<file path="src/rtl/cpu_ram_arbiter.sv">
// Arbiter that shares a single-port data RAM between the CPU load/store path and a host/debug
// port. The CPU has default priority; a saturating starvation counter forces a host grant after
// STARVE_LIMIT consecutive denied cycles. At most one RAM access is issued per cycle, and
// synchronous read data is routed back to whichever requester issued the read.
// Optional feature: define HOST_LOCK_EN to add a host_lock input and a LOCKED state that keeps
// the RAM with the host while host_req and host_lock stay high.
module cpu_ram_arbiter #(
  parameter int unsigned AW           = 4,
  parameter int unsigned DW           = 4,
  parameter int unsigned STARVE_LIMIT = 4
) (
  input  logic          clk,
  input  logic          reset,
  // CPU load/store path
  input  logic          cpu_req,
  input  logic          cpu_we,
  input  logic [AW-1:0] cpu_addr,
  input  logic [DW-1:0] cpu_wdata,
  output logic          cpu_gnt,
  output logic          cpu_rvalid,
  output logic [DW-1:0] cpu_rdata,
  // Host/debug port
  input  logic          host_req,
  input  logic          host_we,
  input  logic [AW-1:0] host_addr,
  input  logic [DW-1:0] host_wdata,
`ifdef HOST_LOCK_EN
  input  logic          host_lock,
`endif
  output logic          host_gnt,
  output logic          host_rvalid,
  output logic [DW-1:0] host_rdata,
  // RAM side
  output logic          ram_en,
  output logic          ram_we,
  output logic [AW-1:0] ram_addr,
  output logic [DW-1:0] ram_wdata,
  input  logic [DW-1:0] ram_rdata,
  // Debug
  output logic [3:0]    starve_cnt
);

  localparam logic [3:0] Limit = 4'(STARVE_LIMIT);

  typedef enum logic [1:0] {
    StCpuPri    = 2'd0,
    StHostForce = 2'd1
`ifdef HOST_LOCK_EN
    ,
    StLocked    = 2'd2
`endif
  } state_e;

  typedef enum logic [1:0] {
    OwnNone = 2'd0,
    OwnCpu  = 2'd1,
    OwnHost = 2'd2
  } owner_e;

  state_e     state_q, state_d;
  owner_e     rd_owner_q, rd_owner_d;
  logic [3:0] starve_cnt_q, starve_cnt_d;

  // Raw arbitration result, independent of reset; drives next-state logic only.
  logic arb_cpu, arb_host;
  // Arbitration result as seen on the ports; forced low while reset is asserted.
  logic cpu_win, host_win;
  logic lock_exit;

  // Select the winner for this cycle from the current priority state.
  always_comb begin
    arb_cpu   = 1'b0;
    arb_host  = 1'b0;
    lock_exit = 1'b0;
    case (state_q)
      StHostForce: begin
        if (host_req) begin
          arb_host = 1'b1;
        end else if (cpu_req) begin
          arb_cpu = 1'b1;
        end
      end
`ifdef HOST_LOCK_EN
      StLocked: begin
        if (host_req && host_lock) begin
          arb_host = 1'b1;
        end else begin
          // Leaving the lock: ownership falls back to normal CPU priority this cycle.
          lock_exit = 1'b1;
          if (cpu_req) begin
            arb_cpu = 1'b1;
          end else if (host_req) begin
            arb_host = 1'b1;
          end
        end
      end
`endif
      default: begin
        if (cpu_req) begin
          arb_cpu = 1'b1;
        end else if (host_req) begin
          arb_host = 1'b1;
        end
      end
    endcase
    cpu_win  = arb_cpu & reset;
    host_win = arb_host & reset;
  end

  // Next-state for the starvation counter, priority state and read-return owner.
  always_comb begin
    starve_cnt_d = 4'd0;
    state_d      = StCpuPri;
    rd_owner_d   = OwnNone;

    if (host_req && !arb_host && !lock_exit) begin
      starve_cnt_d = (starve_cnt_q >= Limit) ? Limit : starve_cnt_q + 4'd1;
    end

`ifdef HOST_LOCK_EN
    // The lock only takes hold once the host has actually won the RAM.
    if (arb_host && host_req && host_lock) begin
      state_d = StLocked;
    end else
`endif
    if (starve_cnt_d == Limit) begin
      state_d = StHostForce;
    end

    if (arb_cpu && !cpu_we) begin
      rd_owner_d = OwnCpu;
    end else if (arb_host && !host_we) begin
      rd_owner_d = OwnHost;
    end
  end

  // State registers; reset also discards any read return in flight.
  always_ff @(posedge clk or negedge reset) begin
    if (!reset) begin
      state_q      <= StCpuPri;
      rd_owner_q   <= OwnNone;
      starve_cnt_q <= 4'd0;
    end else begin
      state_q      <= state_d;
      rd_owner_q   <= rd_owner_d;
      starve_cnt_q <= starve_cnt_d;
    end
  end

  // Drive the RAM from the selected requester and steer read data to the owner.
  always_comb begin
    cpu_gnt   = cpu_win;
    host_gnt  = host_win;
    ram_en    = cpu_win | host_win;
    ram_we    = 1'b0;
    ram_addr  = '0;
    ram_wdata = '0;
    if (cpu_win) begin
      ram_we    = cpu_we;
      ram_addr  = cpu_addr;
      ram_wdata = cpu_wdata;
    end else if (host_win) begin
      ram_we    = host_we;
      ram_addr  = host_addr;
      ram_wdata = host_wdata;
    end

    cpu_rvalid  = (rd_owner_q == OwnCpu);
    host_rvalid = (rd_owner_q == OwnHost);
    cpu_rdata   = cpu_rvalid ? ram_rdata : '0;
    host_rdata  = host_rvalid ? ram_rdata : '0;
    starve_cnt  = starve_cnt_q;
  end

endmodule
</file>
<file path="config.mk">
export PLATFORM = sky130hd
export DESIGN_NAME = cpu_ram_arbiter
export DESIGN_NICKNAME = d
export VERILOG_FILES = /design/src/rtl/cpu_ram_arbiter.sv
export SDC_FILE = /design/constraint.sdc
export NUM_CORES = 1
export LEC_CHECK = 0
export ABC_AREA = 1
export ABC_CLOCK_PERIOD_IN_PS = 1350
export CAP_MARGIN = 20
export CORE_MARGIN = 4
export CORE_UTILIZATION = 27
export CTS_CLUSTER_DIAMETER = 50
export DETAILED_ROUTE_END_ITERATION = 10
export PLACE_DENSITY = 0.77
export SYNTH_ARGS = -nofsm -noshare
export SYNTH_HDL_FRONTEND = slang
export SYNTH_SLANG_ARGS = --single-unit
</file>
<file path="constraint.sdc">
create_clock -name clk -period 1.35 [get_ports clk]
set_input_delay 0.405 -clock clk [delete_from_list [all_inputs] [get_ports clk]]
set_output_delay 0.405 -clock clk [all_outputs]
set_load 0.005 [all_outputs]
</file>
==> results.sh <==
export IMPL_htreeDepth=1
export IMPL_setup_violations=22
export IMPL_vias=855
export IMPL_worst_setup_hold_path_clk_slew_ns=0.05
export IMPL_holdWs_ns=0.2821
export IMPL_syn_num_nets=107
export IMPL_synth_area_per_cell_sq_um=6.178
export IMPL_grt_max_degree=17
export IMPL_grt_first_pass_wirelength_microns=3436
export IMPL_start_util=0.2862
export IMPL_slew_viol_final=0
export IMPL_final_setup_skew_ns=0.002017
export IMPL_layout_common_cells="buf_2 (21), clkdlybuf4s50_1 (18), nand2_1 (17), buf_6 (17), buf_4 (14)"
export IMPL_synth_warnings=0
export IMPL_grt_pass1_vias=829
export IMPL_final_common_cell="buf_2"
export IMPL_cts_hold_buffers=0
export IMPL_drt_iter0_drc=9
export IMPL_boundaryPins=52
export IMPL_synth_seq_cells=7
export IMPL_synth_cell_type_count=11
export IMPL_fin_ws_ns=-0.4600
export IMPL_hold_violations=0
export IMPL_via_per_inst=4.524
export IMPL_antenna_found_initial=0
export IMPL_core_sq_um=1727
export IMPL_fin_crit_sh=1.341
export IMPL_synth_top_area_cell="dfrtp_1"
export IMPL_num_rows=15
export IMPL_synthCells=80
export IMPL_rsz0062_at_grt="yes"
export IMPL_cp_start_kind="flop"
export IMPL_cp_arrival_ns=1.41
export IMPL_criticalPathCategory="flop to primary output"
export IMPL_worstPathMaxFanout=2
export IMPL_grt_usage=0.1788
export IMPL_worst_r2r_cell_count=5
export IMPL_clock_latency_ns=0.25
export IMPL_finalCriticalPeriod_ns=1.810
export IMPL_cp_end_kind="primary output"
export IMPL_dieArea_sq_um=2579
export IMPL_synthTopCellsByArea="dfrtp_1 (35%), nand2_1 (20%), nor2_1 (13%), nand3_1 (11%), inv_1 (9.1%)"
export IMPL_hold_path_class="primary input to async pin"
export IMPL_critPathRequiredTime_ns=0.95
export IMPL_crit_slowest_cell="dfrtp_1"
export IMPL_ant_nets=0
export IMPL_root_buffer="clkbuf_4"
export IMPL_yosysTopAreaCellShare=0.3544
export IMPL_pwr_density_cell_nw_per_um2=558.4
export IMPL_cts_num_sinks=7
export IMPL_final_area_sq_um=1351
export IMPL_syn_to_final_growth_pct=173.4
export IMPL_cts_tree="built"
export IMPL_firstDrtPassIters=4
export IMPL_drv_cap=0
export IMPL_reg2reg_from="starve_cnt[0]$_DFF_PN0_"
export IMPL_postLayoutCoreUtil=0.7826
export IMPL_dieWidth_microns=50.79
export IMPL_wirelength_microns=2438
export IMPL_r2r_slack_ns=0.24
export IMPL_place_congestion=0.7553
export IMPL_crit_chain="nand2_2 > o21ai_2 > buf_2 > buf_6 > buf_6 > nand3_2 > nand2_1 > buf_2"
export IMPL_overflow=0
export IMPL_cts_buffers=3
export IMPL_regToRegEndpoint="state_q[0]$_DFF_PN0_"
export IMPL_wl_per_cell_microns=12.90
export IMPL_diodes=0
export IMPL_cts_buffer_depth=2
export IMPL_status="finished, violations left"
export IMPL_leakagePower_nw=0.7332
export IMPL_ir_drop_v=0.0007454
export IMPL_netlist_area_sq_um=494.2
export IMPL_fmax_mhz=552.5
export IMPL_nets=192
export IMPL_drive_gt1_frac=0.5366
export IMPL_die_y_microns=50.79
export IMPL_violations="setup timing"
export IMPL_drc=0
export IMPL_seq_area_frac_synth=0.3544
export IMPL_port_buffers=51
export IMPL_post_dp_hpwl_microns=1623
export IMPL_slowest_delay_ns=0.39
export IMPL_placed_area_sq_um=1107
-- synth_stat cells (all sizes together) --
| library cell | instances |
|---|---|
| conb | 1 |
| inv | 12 |
| nor2 | 18 |
| nand2 | 26 |
| buf | 1 |
| o21ai | 1 |
| ha | 1 |
| a21oi | 2 |
| dfrtp | 7 |
| nand3 | 11 |
-- timing repair --
action | CTS | global route
pin swaps | 15 | 11
endpoints found under the setup margin | 26 | 22
gates resized for setup | 135 | 29
setup buffers | 14 | 4
cloned | 2 | 0
endpoints found under the hold margin | 0 | 0
-- how the worst max path moves through the flow --
stage                         endpoint  slack, ns                 start  depth (start not counted)
after CTS                 ram_wdata[3]      -0.45  state_q[0]$_DFF_PN0_                          8
after global routing            ram_we      -0.53  state_q[0]$_DFF_PN0_                          8
after floorplan            ram_addr[0]       0.03                 reset                          5
final                           ram_we      -0.46  state_q[0]$_DFF_PN0_                          8
after detailed placement  ram_wdata[1]      -0.99              host_req                          7
after global placement    ram_wdata[2]      -0.94              host_req                          7
-- worst max-delay path: cells and delay by family, from the launching register on --
kind                   cells  cell delay [ns]
AOI/OAI and AO/OA          1             0.08
buffers and inverters      4             0.47
DFF                        1             0.39
and+or+nand+nor            3             0.19
-- per-layer routing --
metal / vias to the layer above / global-route usage / part of all wire
met3: 10 / 0.07122 / 0.078
met2: 35 / 0.3435 / 0.54
met5: - / 0 / 0
met1: 396 / 0.1661 / 0.35
met4: 0 / 0.06726 / 0.031
li1: 414 / - / -
-- metrics by stage --
stage / power, mW / worst slack [ns] / setup TNS (ns) / std cells
after global routing: 0.8039 / -0.5328 / -7.390 / 189
after floorplan: 0.2990 / 0.02815 / 0 / 80
final: 0.7546 / -0.4600 / -5.917 / 189
after detailed placement: 0.4930 / -0.9922 / -16.76 / 166
after global placement: 0.4860 / -0.9436 / -15.93 / 166
after CTS: 0.7139 / -0.4471 / -5.422 / 186
-- flip-flops by register name, indices dropped and copies added, names as in the netlist --
| name | cells |
|---|---|
| state_q | 1 |
| starve_cnt | 4 |
| rd_owner_q | 2 |
-- logic make-up after synthesis --
kind of cell | count (synthesis) | share of synthesized area
and+or+nand+nor | 55 | 0.4607
adders and majority gates | 1 | 0.02531
buffers and inverters | 13 | 0.1139
other | 1 | 0.007588
AOI/OAI and AO/OA | 3 | 0.03798
DFF | 7 | 0.3544
-- area by class of cell --
class | count | area, sq um
Multi-Input combinational cell | 61 | 396.6
Tap cell | 25 | 31.28
Sequential cell | 7 | 175.2
Clock buffer | 4 | 26.28
Inverter | 12 | 50.05
Fill cell | 123 | 375.4
Timing Repair Buffer | 80 | 671.9
-- where the power goes --
part	total (mW)	switching [mW]	internal, mW
Clock	0.186	0.0735	0.113
Combinational	0.344	0.148	0.196
Sequential	0.225	0.00547	0.219
Total	0.755	0.227	0.528
Note: power is estimated with default switching activity, not from simulation.
